## src/rtl/imem_loader_pkg.sv

```systemverilog
`default_nettype none
// ============================================================================
// Module      : imem_loader_pkg
// Description : Shared types and constants for the instruction-memory loader.
//               It holds the loader state encoding, the frame geometry (bytes
//               per instruction word and per length header) and the
//               instruction word width.
// Revision    : 1.0 - initial release
// ============================================================================
package imem_loader_pkg;

  localparam int c_WORD_BYTES = 4;   // payload bytes per instruction word
  localparam int c_LEN_BYTES  = 2;   // bytes in the word-count header
  localparam int c_INSTR_W    = 32;  // instruction word width

  typedef enum logic [2:0] {
    LEN_LO = 3'd0,
    LEN_HI = 3'd1,
    DATA   = 3'd2,
    CHK    = 3'd3,
    DONE   = 3'd4
  } state_t;

endpackage
`default_nettype wire

```

## src/rtl/imem_loader_if.sv

```systemverilog
`default_nettype none
// ============================================================================
// Module      : imem_loader_if
// Description : Byte-stream input and instruction-memory write port of the
//               loader, bundled together.
//   in_data/in_valid/in_ready : host byte stream (valid/ready handshake)
//   mem_we/mem_addr/mem_wdata : one-cycle word write into instruction memory
//   modport master : the loader (consumes bytes, drives memory writes)
//   modport slave  : the environment (host feeding bytes, memory receiving)
// Revision    : 1.0 - initial release
// ============================================================================
interface imem_loader_if
  import imem_loader_pkg::*;
#(
  parameter int ADDR_WIDTH = 10
);
  logic [7:0]            in_data;
  logic                  in_valid;
  logic                  in_ready;
  logic                  mem_we;
  logic [ADDR_WIDTH-1:0] mem_addr;
  logic [c_INSTR_W-1:0]  mem_wdata;

  modport master (
    input  in_data, in_valid,
    output in_ready, mem_we, mem_addr, mem_wdata
  );

  modport slave (
    output in_data, in_valid,
    input  in_ready, mem_we, mem_addr, mem_wdata
  );
endinterface
`default_nettype wire

```

## src/rtl/imem_loader_byte_packer.sv

```systemverilog
`default_nettype none
// ============================================================================
// Module      : imem_loader_byte_packer
// Description : Four-lane little-endian byte accumulator. Bytes are written
//               into the lane chosen by the caller; writing lane 3 completes
//               the word, which appears on `word` one cycle later together
//               with a one-cycle `word_valid` pulse (suppressed when
//               `word_en` is low, so out-of-range words never pulse).
// Ports       :
//   clk, rst   : clock, asynchronous active-high reset
//   clear      : synchronous clear of lanes and outputs
//   byte_we    : write byte_in into lane `lane` this cycle
//   lane       : target lane, 0 = least significant byte
//   byte_in    : byte to store
//   word_en    : allow word_valid for the word being completed
//   word       : last completed word (registered)
//   word_valid : one-cycle pulse when `word` has just been completed
// Revision    : 1.0 - initial release
// ============================================================================
module imem_loader_byte_packer
  import imem_loader_pkg::*;
(
  input  wire logic                 clk,
  input  wire logic                 rst,
  input  wire logic                 clear,
  input  wire logic                 byte_we,
  input  wire logic [1:0]           lane,
  input  wire logic [7:0]           byte_in,
  input  wire logic                 word_en,
  output logic      [c_INSTR_W-1:0] word,
  output logic                      word_valid
);

  // Lanes 0..2 are held here; lane 3 goes straight into the output word.
  logic [23:0]          r_low;
  logic [c_INSTR_W-1:0] r_word;
  logic                 r_word_valid;

  always_ff @(posedge clk or posedge rst) begin
    if (rst) begin
      r_low        <= '0;
      r_word       <= '0;
      r_word_valid <= 1'b0;
    end else if (clear) begin
      r_low        <= '0;
      r_word       <= '0;
      r_word_valid <= 1'b0;
    end else begin
      r_word_valid <= 1'b0;
      if (byte_we) begin
        case (lane)
          2'd0: r_low[7:0]   <= byte_in;
          2'd1: r_low[15:8]  <= byte_in;
          2'd2: r_low[23:16] <= byte_in;
          default: begin
            r_word       <= {byte_in, r_low};
            r_word_valid <= word_en;
          end
        endcase
      end
    end
  end

  assign word       = r_word;
  assign word_valid = r_word_valid;

endmodule
`default_nettype wire

```

## src/rtl/imem_loader.sv

```systemverilog
`default_nettype none
// ============================================================================
// Module      : imem_loader
// Description : Writer side of the instruction memory. Receives a framed
//               byte stream (16-bit LE word count N, then 4*N payload bytes,
//               each word LSB first), writes words at consecutive addresses
//               and holds the core in reset until the image is complete.
// Ports       :
//   clk, rst     : clock, asynchronous active-high reset
//   restart      : one-cycle pulse, re-arms the loader (wins over a byte)
//   bus          : imem_loader_if.master (byte stream + memory write port)
//   cpu_hold     : high keeps the core in reset
//   done         : image fully received
//   overflow     : header count exceeded DEPTH (sticky until restart/rst)
//   checksum_err : (IMEM_LOADER_CHECKSUM_EN only) trailing XOR byte mismatch
// Options     : `define IMEM_LOADER_CHECKSUM_EN adds a trailing checksum byte
//               (XOR of header and payload) and the checksum_err output.
// Revision    : 1.0 - initial release
// ============================================================================
module imem_loader
  import imem_loader_pkg::*;
#(
  parameter int ADDR_WIDTH = 10,
  parameter int DEPTH      = 1024
)(
  input  wire logic   clk,
  input  wire logic   rst,
  input  wire logic   restart,
  imem_loader_if.master bus,
`ifdef IMEM_LOADER_CHECKSUM_EN
  output logic        checksum_err,
`endif
  output logic        cpu_hold,
  output logic        done,
  output logic        overflow
);

  localparam int c_LEN_W = 8 * c_LEN_BYTES;

  state_t               r_state;
  logic                 r_in_ready;
  logic                 r_cpu_hold;
  logic                 r_done;
  logic                 r_overflow;
  logic [7:0]           r_len_lo;
  logic [c_LEN_W-1:0]   r_len;
  logic [15:0]          r_word_idx;
  logic [1:0]           r_byte_cnt;
  logic [ADDR_WIDTH-1:0] r_mem_addr;
`ifdef IMEM_LOADER_CHECKSUM_EN
  logic [7:0]           r_csum;
  logic                 r_checksum_err;
`endif

  logic                 w_accept;
  logic [c_LEN_W-1:0]   w_len;
  logic                 w_last_lane;
  logic [15:0]          w_idx_next;
  logic                 w_word_en;
  logic                 w_pack_we;

  assign w_accept    = bus.in_valid && r_in_ready;
  assign w_len       = {bus.in_data, r_len_lo};
  assign w_last_lane = (r_byte_cnt == 2'(c_WORD_BYTES - 1));
  assign w_idx_next  = r_word_idx + 16'd1;
  assign w_word_en   = ({16'd0, r_word_idx} < 32'(DEPTH));
  // restart drops any byte presented in the same cycle
  assign w_pack_we   = w_accept && (r_state == DATA) && !restart;

  imem_loader_byte_packer u_packer (
    .clk        (clk),
    .rst        (rst),
    .clear      (restart),
    .byte_we    (w_pack_we),
    .lane       (r_byte_cnt),
    .byte_in    (bus.in_data),
    .word_en    (w_word_en),
    .word       (bus.mem_wdata),
    .word_valid (bus.mem_we)
  );

  always_ff @(posedge clk or posedge rst) begin
    if (rst) begin
      r_state    <= LEN_LO;
      r_in_ready <= 1'b1;
      r_cpu_hold <= 1'b1;
      r_done     <= 1'b0;
      r_overflow <= 1'b0;
      r_len_lo   <= '0;
      r_len      <= '0;
      r_word_idx <= '0;
      r_byte_cnt <= '0;
      r_mem_addr <= '0;
`ifdef IMEM_LOADER_CHECKSUM_EN
      r_csum         <= '0;
      r_checksum_err <= 1'b0;
`endif
    end else if (restart) begin
      r_state    <= LEN_LO;
      r_in_ready <= 1'b1;
      r_cpu_hold <= 1'b1;
      r_done     <= 1'b0;
      r_overflow <= 1'b0;
      r_len_lo   <= '0;
      r_len      <= '0;
      r_word_idx <= '0;
      r_byte_cnt <= '0;
`ifdef IMEM_LOADER_CHECKSUM_EN
      r_csum         <= '0;
      r_checksum_err <= 1'b0;
`endif
    end else begin
      case (r_state)
        LEN_LO: begin
          if (w_accept) begin
            r_len_lo <= bus.in_data;
`ifdef IMEM_LOADER_CHECKSUM_EN
            r_csum   <= bus.in_data;
`endif
            r_state  <= LEN_HI;
          end
        end

        LEN_HI: begin
          if (w_accept) begin
            r_len      <= w_len;
            r_word_idx <= '0;
            r_byte_cnt <= '0;
`ifdef IMEM_LOADER_CHECKSUM_EN
            r_csum     <= r_csum ^ bus.in_data;
`endif
            if ({16'd0, w_len} > 32'(DEPTH)) begin
              r_overflow <= 1'b1;
            end
            if (w_len == '0) begin
`ifdef IMEM_LOADER_CHECKSUM_EN
              r_state    <= CHK;
`else
              r_state    <= DONE;
              r_in_ready <= 1'b0;
              r_done     <= 1'b1;
`endif
            end else begin
              r_state <= DATA;
            end
          end
        end

        DATA: begin
          if (w_accept) begin
            r_byte_cnt <= r_byte_cnt + 2'd1;
`ifdef IMEM_LOADER_CHECKSUM_EN
            r_csum     <= r_csum ^ bus.in_data;
`endif
            if (w_last_lane) begin
              // Address is captured alongside the packer's word so both
              // appear on the write port in the same cycle.
              r_mem_addr <= r_word_idx[ADDR_WIDTH-1:0];
              r_word_idx <= w_idx_next;
              if (w_idx_next == r_len) begin
`ifdef IMEM_LOADER_CHECKSUM_EN
                r_state    <= CHK;
`else
                r_state    <= DONE;
                r_in_ready <= 1'b0;
                r_done     <= 1'b1;
`endif
              end
            end
          end
        end

`ifdef IMEM_LOADER_CHECKSUM_EN
        CHK: begin
          if (w_accept) begin
            r_state    <= DONE;
            r_in_ready <= 1'b0;
            r_done     <= 1'b1;
            if (bus.in_data != r_csum) begin
              r_checksum_err <= 1'b1;
            end
          end
        end
`endif

        DONE: begin
          // Release one cycle after entry so the final write has landed;
          // a checksum error keeps the core held.
`ifdef IMEM_LOADER_CHECKSUM_EN
          if (!r_checksum_err) begin
            r_cpu_hold <= 1'b0;
          end
`else
          r_cpu_hold <= 1'b0;
`endif
        end

        default: begin
          r_state <= LEN_LO;
        end
      endcase
    end
  end

  assign bus.in_ready = r_in_ready;
  assign bus.mem_addr = r_mem_addr;
  assign cpu_hold     = r_cpu_hold;
  assign done         = r_done;
  assign overflow     = r_overflow;
`ifdef IMEM_LOADER_CHECKSUM_EN
  assign checksum_err = r_checksum_err;
`endif

endmodule
`default_nettype wire

```

## src/flat_wrapper.sv

```systemverilog
// flat-port wrapper written by rule: the top's interface ports become plain ports
module imem_loader_flat import imem_loader_pkg::*;
#(
  parameter int ADDR_WIDTH = 10,
  parameter int DEPTH      = 1024
)
  (clk, rst, restart, cpu_hold, done, overflow, bus_in_data, bus_in_valid, bus_in_ready, bus_mem_we, bus_mem_addr, bus_mem_wdata);
  imem_loader_if #(.ADDR_WIDTH(ADDR_WIDTH)) bus_i ();
  input  wire logic clk;
  input  wire logic rst;
  input  wire logic restart;
  output logic cpu_hold;
  output logic done;
  output logic overflow;
  input wire logic [$bits(bus_i.in_data)-1:0] bus_in_data;
  input wire logic [$bits(bus_i.in_valid)-1:0] bus_in_valid;
  output wire logic [$bits(bus_i.in_ready)-1:0] bus_in_ready;
  output wire logic [$bits(bus_i.mem_we)-1:0] bus_mem_we;
  output wire logic [$bits(bus_i.mem_addr)-1:0] bus_mem_addr;
  output wire logic [$bits(bus_i.mem_wdata)-1:0] bus_mem_wdata;
  assign bus_i.in_data = bus_in_data;
  assign bus_i.in_valid = bus_in_valid;
  assign bus_in_ready = bus_i.in_ready;
  assign bus_mem_we = bus_i.mem_we;
  assign bus_mem_addr = bus_i.mem_addr;
  assign bus_mem_wdata = bus_i.mem_wdata;
  imem_loader #(.ADDR_WIDTH(ADDR_WIDTH), .DEPTH(DEPTH)) u_core (.clk(clk), .rst(rst), .restart(restart), .bus(bus_i), .cpu_hold(cpu_hold), .done(done), .overflow(overflow));
endmodule
```

## config.mk

```make
export PLATFORM = sky130hd
export DESIGN_NAME = imem_loader_flat
export DESIGN_NICKNAME = d
export VERILOG_FILES = /design/src/rtl/imem_loader_pkg.sv /design/src/rtl/imem_loader_if.sv /design/src/rtl/imem_loader_byte_packer.sv /design/src/rtl/imem_loader.sv /design/src/flat_wrapper.sv
export SDC_FILE = /design/constraint.sdc
export NUM_CORES = 1
export LEC_CHECK = 0
export CORE_MARGIN = 3
export CORE_UTILIZATION = 50
export CTS_CLUSTER_SIZE = 10
export DETAILED_ROUTE_END_ITERATION = 10
export PLACE_DENSITY_LB_ADDON = 0.15
export SETUP_SLACK_MARGIN = 0.4
export SYNTH_ARGS = -nofsm -noshare
export SYNTH_HDL_FRONTEND = slang
export SYNTH_SLANG_ARGS = --single-unit
```

## constraint.sdc

```tcl
create_clock -name clk -period 4.2 [get_ports clk]
set_clock_uncertainty 0.15 [all_clocks]
set_input_delay 0.84 -clock clk [delete_from_list [all_inputs] [get_ports clk]]
set_output_delay 0.84 -clock clk [all_outputs]
set_load 0.01 [all_outputs]
```

==> results.md <==
| Result | This run |
| --- | --- |
| Result of the run | complete, no violations |
| Cell with the most instances after synthesis | sky130_fd_sc_hd__dfrtp_1 |
| Sum of buffers and inverters on the critical path | 0 |
| Standard cell with the maximum stage delay on the critical path | sky130_fd_sc_hd__or4_4 |
| Cells along the critical path | ha_1 > nand3_2 > o31ai_1 > nand3_1 > or4_4 > nor4_1 > o21ai_0 |
| Die width | 110 um |
| Die H | 110 um |
| Worst setup SP type | register |
| Filler cell count | 869 |
| WL met3 | 595 um |
| Core footprint | 0.0104 mm2 |
| Static leakage | 2.89 nW |
| Site Rows | 37 |
| ANT cells | 0 |
| Gp weighted congestion | 0.935 |
| Top cell types by occurrence after synthesis | 114 x sky130_fd_sc_hd__dfrtp_1, 77 x sky130_fd_sc_hd__nand2_1, 48 x sky130_fd_sc_hd__nor2_1, 34 x sky130_fd_sc_hd__a22o_1, 31 x sky130_fd_sc_hd__a21oi_1 |
| Clk_lat worst skew | 520 ps |
| Mapped Avg Cell Area | 10.1 um2 |
| First-pass GRT wire length | 20600 um |
| Pins over their slew limit | 0 |
| Kind of path behind the tightest hold check | reg -> reg |
| Clock root buffer | sky130_fd_sc_hd__clkbuf_8 |
| Final critical-path share of the clock period | 70.0% |
| Fmax | 0.340 GHz |
| Iteration-0 DRC count of the detailed router | 272 |
| Max-cap violations | 0 |
| Final setup viols | 0 |
| Max-slew headroom at the worst pin | 35.1% |
| Amount of wire on met2 after detailed routing | 5920 um |
| Highest fanout seen on the critical path | 9 |
| Maximum buffer depth of the clock tree | 2 |
| H-tree lvl count | 4 |
| Largest incremental delay on the critical path | 540 ps |
| Post-cts resize count | 0 |
| Number of global-route vias before repair | 4074 |
| Global-route total usage across every layer | 22.3% |
| CTS sink cnt | 116 |
| Antenna violations before repair | 0 |
| Worst IR drop on VDD | 0.000325 V |
| P&R area growth vs syn | 22.5% |
| Top cell family by delay on the critical path | simple AND/OR/NAND/NOR gates |
| Num CTS Buffers | 17 |
| Detailed-routing wirelength on met1 | 5930 um |
| Post-synthesis sequential area ratio | 53.7% |
| Layout cell share with drive strength beyond 1 | 8.95% |
| Critical path data required time | 4430 ps |
| Largest net degree at the start of global routing | 48 |
| Type of the worst setup path | reg -> reg |
| Total via count after detailed routing | 4220 |
| Cell depth of the worst setup path | 7 |
| Initial Utilization | 51.9% |
| Number of enable flip-flop cells after synthesis | 0 |
| Shortest period the worst path allows | 2940 ps |
| CTS tree | built |
| Vias per cell | 5.80 |
| Post-synth top area cell | sky130_fd_sc_hd__dfrtp_1 |
| Total wirelength of the detailed-routed design | 12700 um |
| Top routing layer in use | met4 |
| Number of distinct library cells after synthesis | 53 |
| Post-DRT Antenna Nets | 0 |
| Aggregate global routing overflow | 0 |
| Detail-routed net length per standard cell | 17.4 um |
| Hold Path Depth | 2 |
| Clock-pin slew of the registers on the worst-case setup and hold paths | 50 ps |
| Transition time of the tightest slew-check pin | 969 ps |
| Number of optimization iterations in the first detailed-route pass | 6 |
| Residual DRC | 0 |
| NumNets Final | 601 |
| Cells taking the most area after synthesis | sky130_fd_sc_hd__dfrtp_1 53%, sky130_fd_sc_hd__a22o_1 5.5%, sky130_fd_sc_hd__nand2_1 5.3% |
| Net count of the mapped netlist | 554 |
| Crit path arrival time | 3170 ps |
| Post-CTS Repair Setup Buffers | 0 |
| Share of synthesized registers carrying an async set or reset | 100% |
| Post-Syn Instances | 537 |
| PwrDens | 462 mW/mm2 |
| Unrepaired setup endpoints after global routing | no |
| Count of input and output buffers | 58 |
| Synth top area share | 52.7% |
| Most frequently used flop master after synthesis | sky130_fd_sc_hd__dfrtp_1 |
| Number of cell instances on the worst register-to-register path | 7 |
| Core utilization of the finished layout | 63.6% |
| Setup tns final | 0 ps |
| DIE AREA | 0.0121 mm2 |
| Type of destination of the critical path | register |
| Combined area of all synthesized cells | 0.00541 mm2 |
| Yosys Warn Count | 0 |
| Ports placed on the boundary | 59 |
| FF+latch count, synth | 116 |
| Number of failing hold endpoints at the final stage | 0 |
| CTS hold repair buffers | 0 |
| Post-detailed-placement half-perimeter wirelength | 8360 um |
worst register-to-register path: stages (launching register included):
cell and delay (ps):
sky130_fd_sc_hd__dfrtp_1 490, sky130_fd_sc_hd__ha_1 350, sky130_fd_sc_hd__nand3_2 240, sky130_fd_sc_hd__o31ai_1 300, sky130_fd_sc_hd__nand3_1 120, sky130_fd_sc_hd__or4_4 540
sky130_fd_sc_hd__nor4_1 470, sky130_fd_sc_hd__o21ai_0 140
layer usage:
metal | vias up | global-route usage, %
li1 | 1995 | -
met1 | 2077 | 31.1
met2 | 122 | 33.2
met3 | 26 | 5.65
met4 | 0 | 9.26
met5 | - | 0
where the power goes:
| part | leakage, nW | internal (mW) | switching (mW) | total [mW] |
|---|---|---|---|---|
| logic | 0.998 | 0.170 | 0.253 | 0.423 |
| registers | 1.61 | 1.18 | 0.0617 | 1.24 |
| clock network | 0.281 | 0.929 | 0.469 | 1.40 |
| total | 2.89 | 2.28 | 0.784 | 3.06 |
area by class of cell:
class                           count  area, um2  area share [%]
Clock buffer                       21        459            6.93
Clock inverter                      6        105            1.59
Inverter                            8       33.8           0.510
Multi-Input combinational cell    373       2290            34.6
Sequential cell                   116       2910            43.8
Tap cell                          136        170            2.57
Timing Repair Buffer               68        663            10.0
placed cells by master (no fill, tap or decap), types with 2 or more instances in the layout:
cell	synthesis	final
sky130_fd_sc_hd__and3_1	3	3
sky130_fd_sc_hd__clkbuf_8	0	4
sky130_fd_sc_hd__a31oi_1	7	7
sky130_fd_sc_hd__nor2_1	48	47
sky130_fd_sc_hd__clkinv_2	0	3
sky130_fd_sc_hd__xor2_1	9	9
sky130_fd_sc_hd__a21oi_1	31	30
sky130_fd_sc_hd__nor3_2	0	2
sky130_fd_sc_hd__o21ai_0	27	27
sky130_fd_sc_hd__buf_4	1	9
sky130_fd_sc_hd__nor3_1	9	7
sky130_fd_sc_hd__a22o_1	34	34
sky130_fd_sc_hd__nand3_4	2	2
sky130_fd_sc_hd__a211o_1	2	2
sky130_fd_sc_hd__nand3b_1	4	4
sky130_fd_sc_hd__dfrtp_1	114	114
sky130_fd_sc_hd__xnor2_1	10	10
sky130_fd_sc_hd__mux2i_1	25	25
sky130_fd_sc_hd__inv_1	8	7
sky130_fd_sc_hd__o22ai_1	2	2
sky130_fd_sc_hd__nand2_1	77	77
sky130_fd_sc_hd__dfstp_2	2	2
sky130_fd_sc_hd__nand2b_1	2	2
sky130_fd_sc_hd__nand4_1	4	4
sky130_fd_sc_hd__and4_1	2	2
sky130_fd_sc_hd__bufinv_16	0	3
sky130_fd_sc_hd__clkdlybuf4s50_1	0	57
sky130_fd_sc_hd__nor4_1	6	6
sky130_fd_sc_hd__o31ai_1	5	5
sky130_fd_sc_hd__ha_1	5	5
sky130_fd_sc_hd__nor2b_1	3	3
sky130_fd_sc_hd__or4_1	2	2
sky130_fd_sc_hd__clkbuf_16	0	16
sky130_fd_sc_hd__nand3_1	30	30
sky130_fd_sc_hd__nor4_2	2	2
sky130_fd_sc_hd__o41ai_1	3	3
worst paths after layout:
path                                      endpoint              startpoint  slack, ps
min in group asynchronous          u_core.r_len[5]                     rst        500
max                              u_core.r_state[1]    u_core.r_word_idx[0]       1260
max reg2reg                      u_core.r_state[1]    u_core.r_word_idx[0]       1260
min                         u_core.bus.mem_addr[0]  u_core.bus.mem_addr[0]        320
max in group asynchronous  u_core.u_packer.word[0]                     rst       2720
min reg2reg                 u_core.bus.mem_addr[0]  u_core.bus.mem_addr[0]        320
logic make-up after synthesis:
group           synth area share (%)
simple gates                    17.6
buf+inv                         4.35
xor+xnor                        3.08
fa+ha+maj                       1.16
mux                             4.63
flops                           53.7
compound gates                  15.5
through the flow:
step,setup slack (ps),instances,hold slack (ps),instance area [um2],total power [mW]
after floorplan,1680,537,323,5410,1.55
after global placement,887,701,309,6060,1.67
after detailed placement,801,701,313,6060,1.68
after CTS,1230,728,326,6630,3.08
after global routing,1010,728,360,6630,3.19
final,1260,728,322,6630,3.06
registers in the layout, summed over array words and instances (netlist names):
name / cells
u_core.u_packer.word: 32
u_core.u_packer.r_low: 24
u_core.r_len: 16
u_core.r_word_idx: 16
u_core.bus.mem_addr: 10
u_core.r_len_lo: 8
u_core.r_state: 3
u_core.r_byte_cnt: 2
u_core.bus.in_ready: 1
u_core.cpu_hold: 1
u_core.done: 1
u_core.overflow: 1
u_core.u_packer.word_valid: 1
No activity file was read; power rests on OpenSTA's default activity.
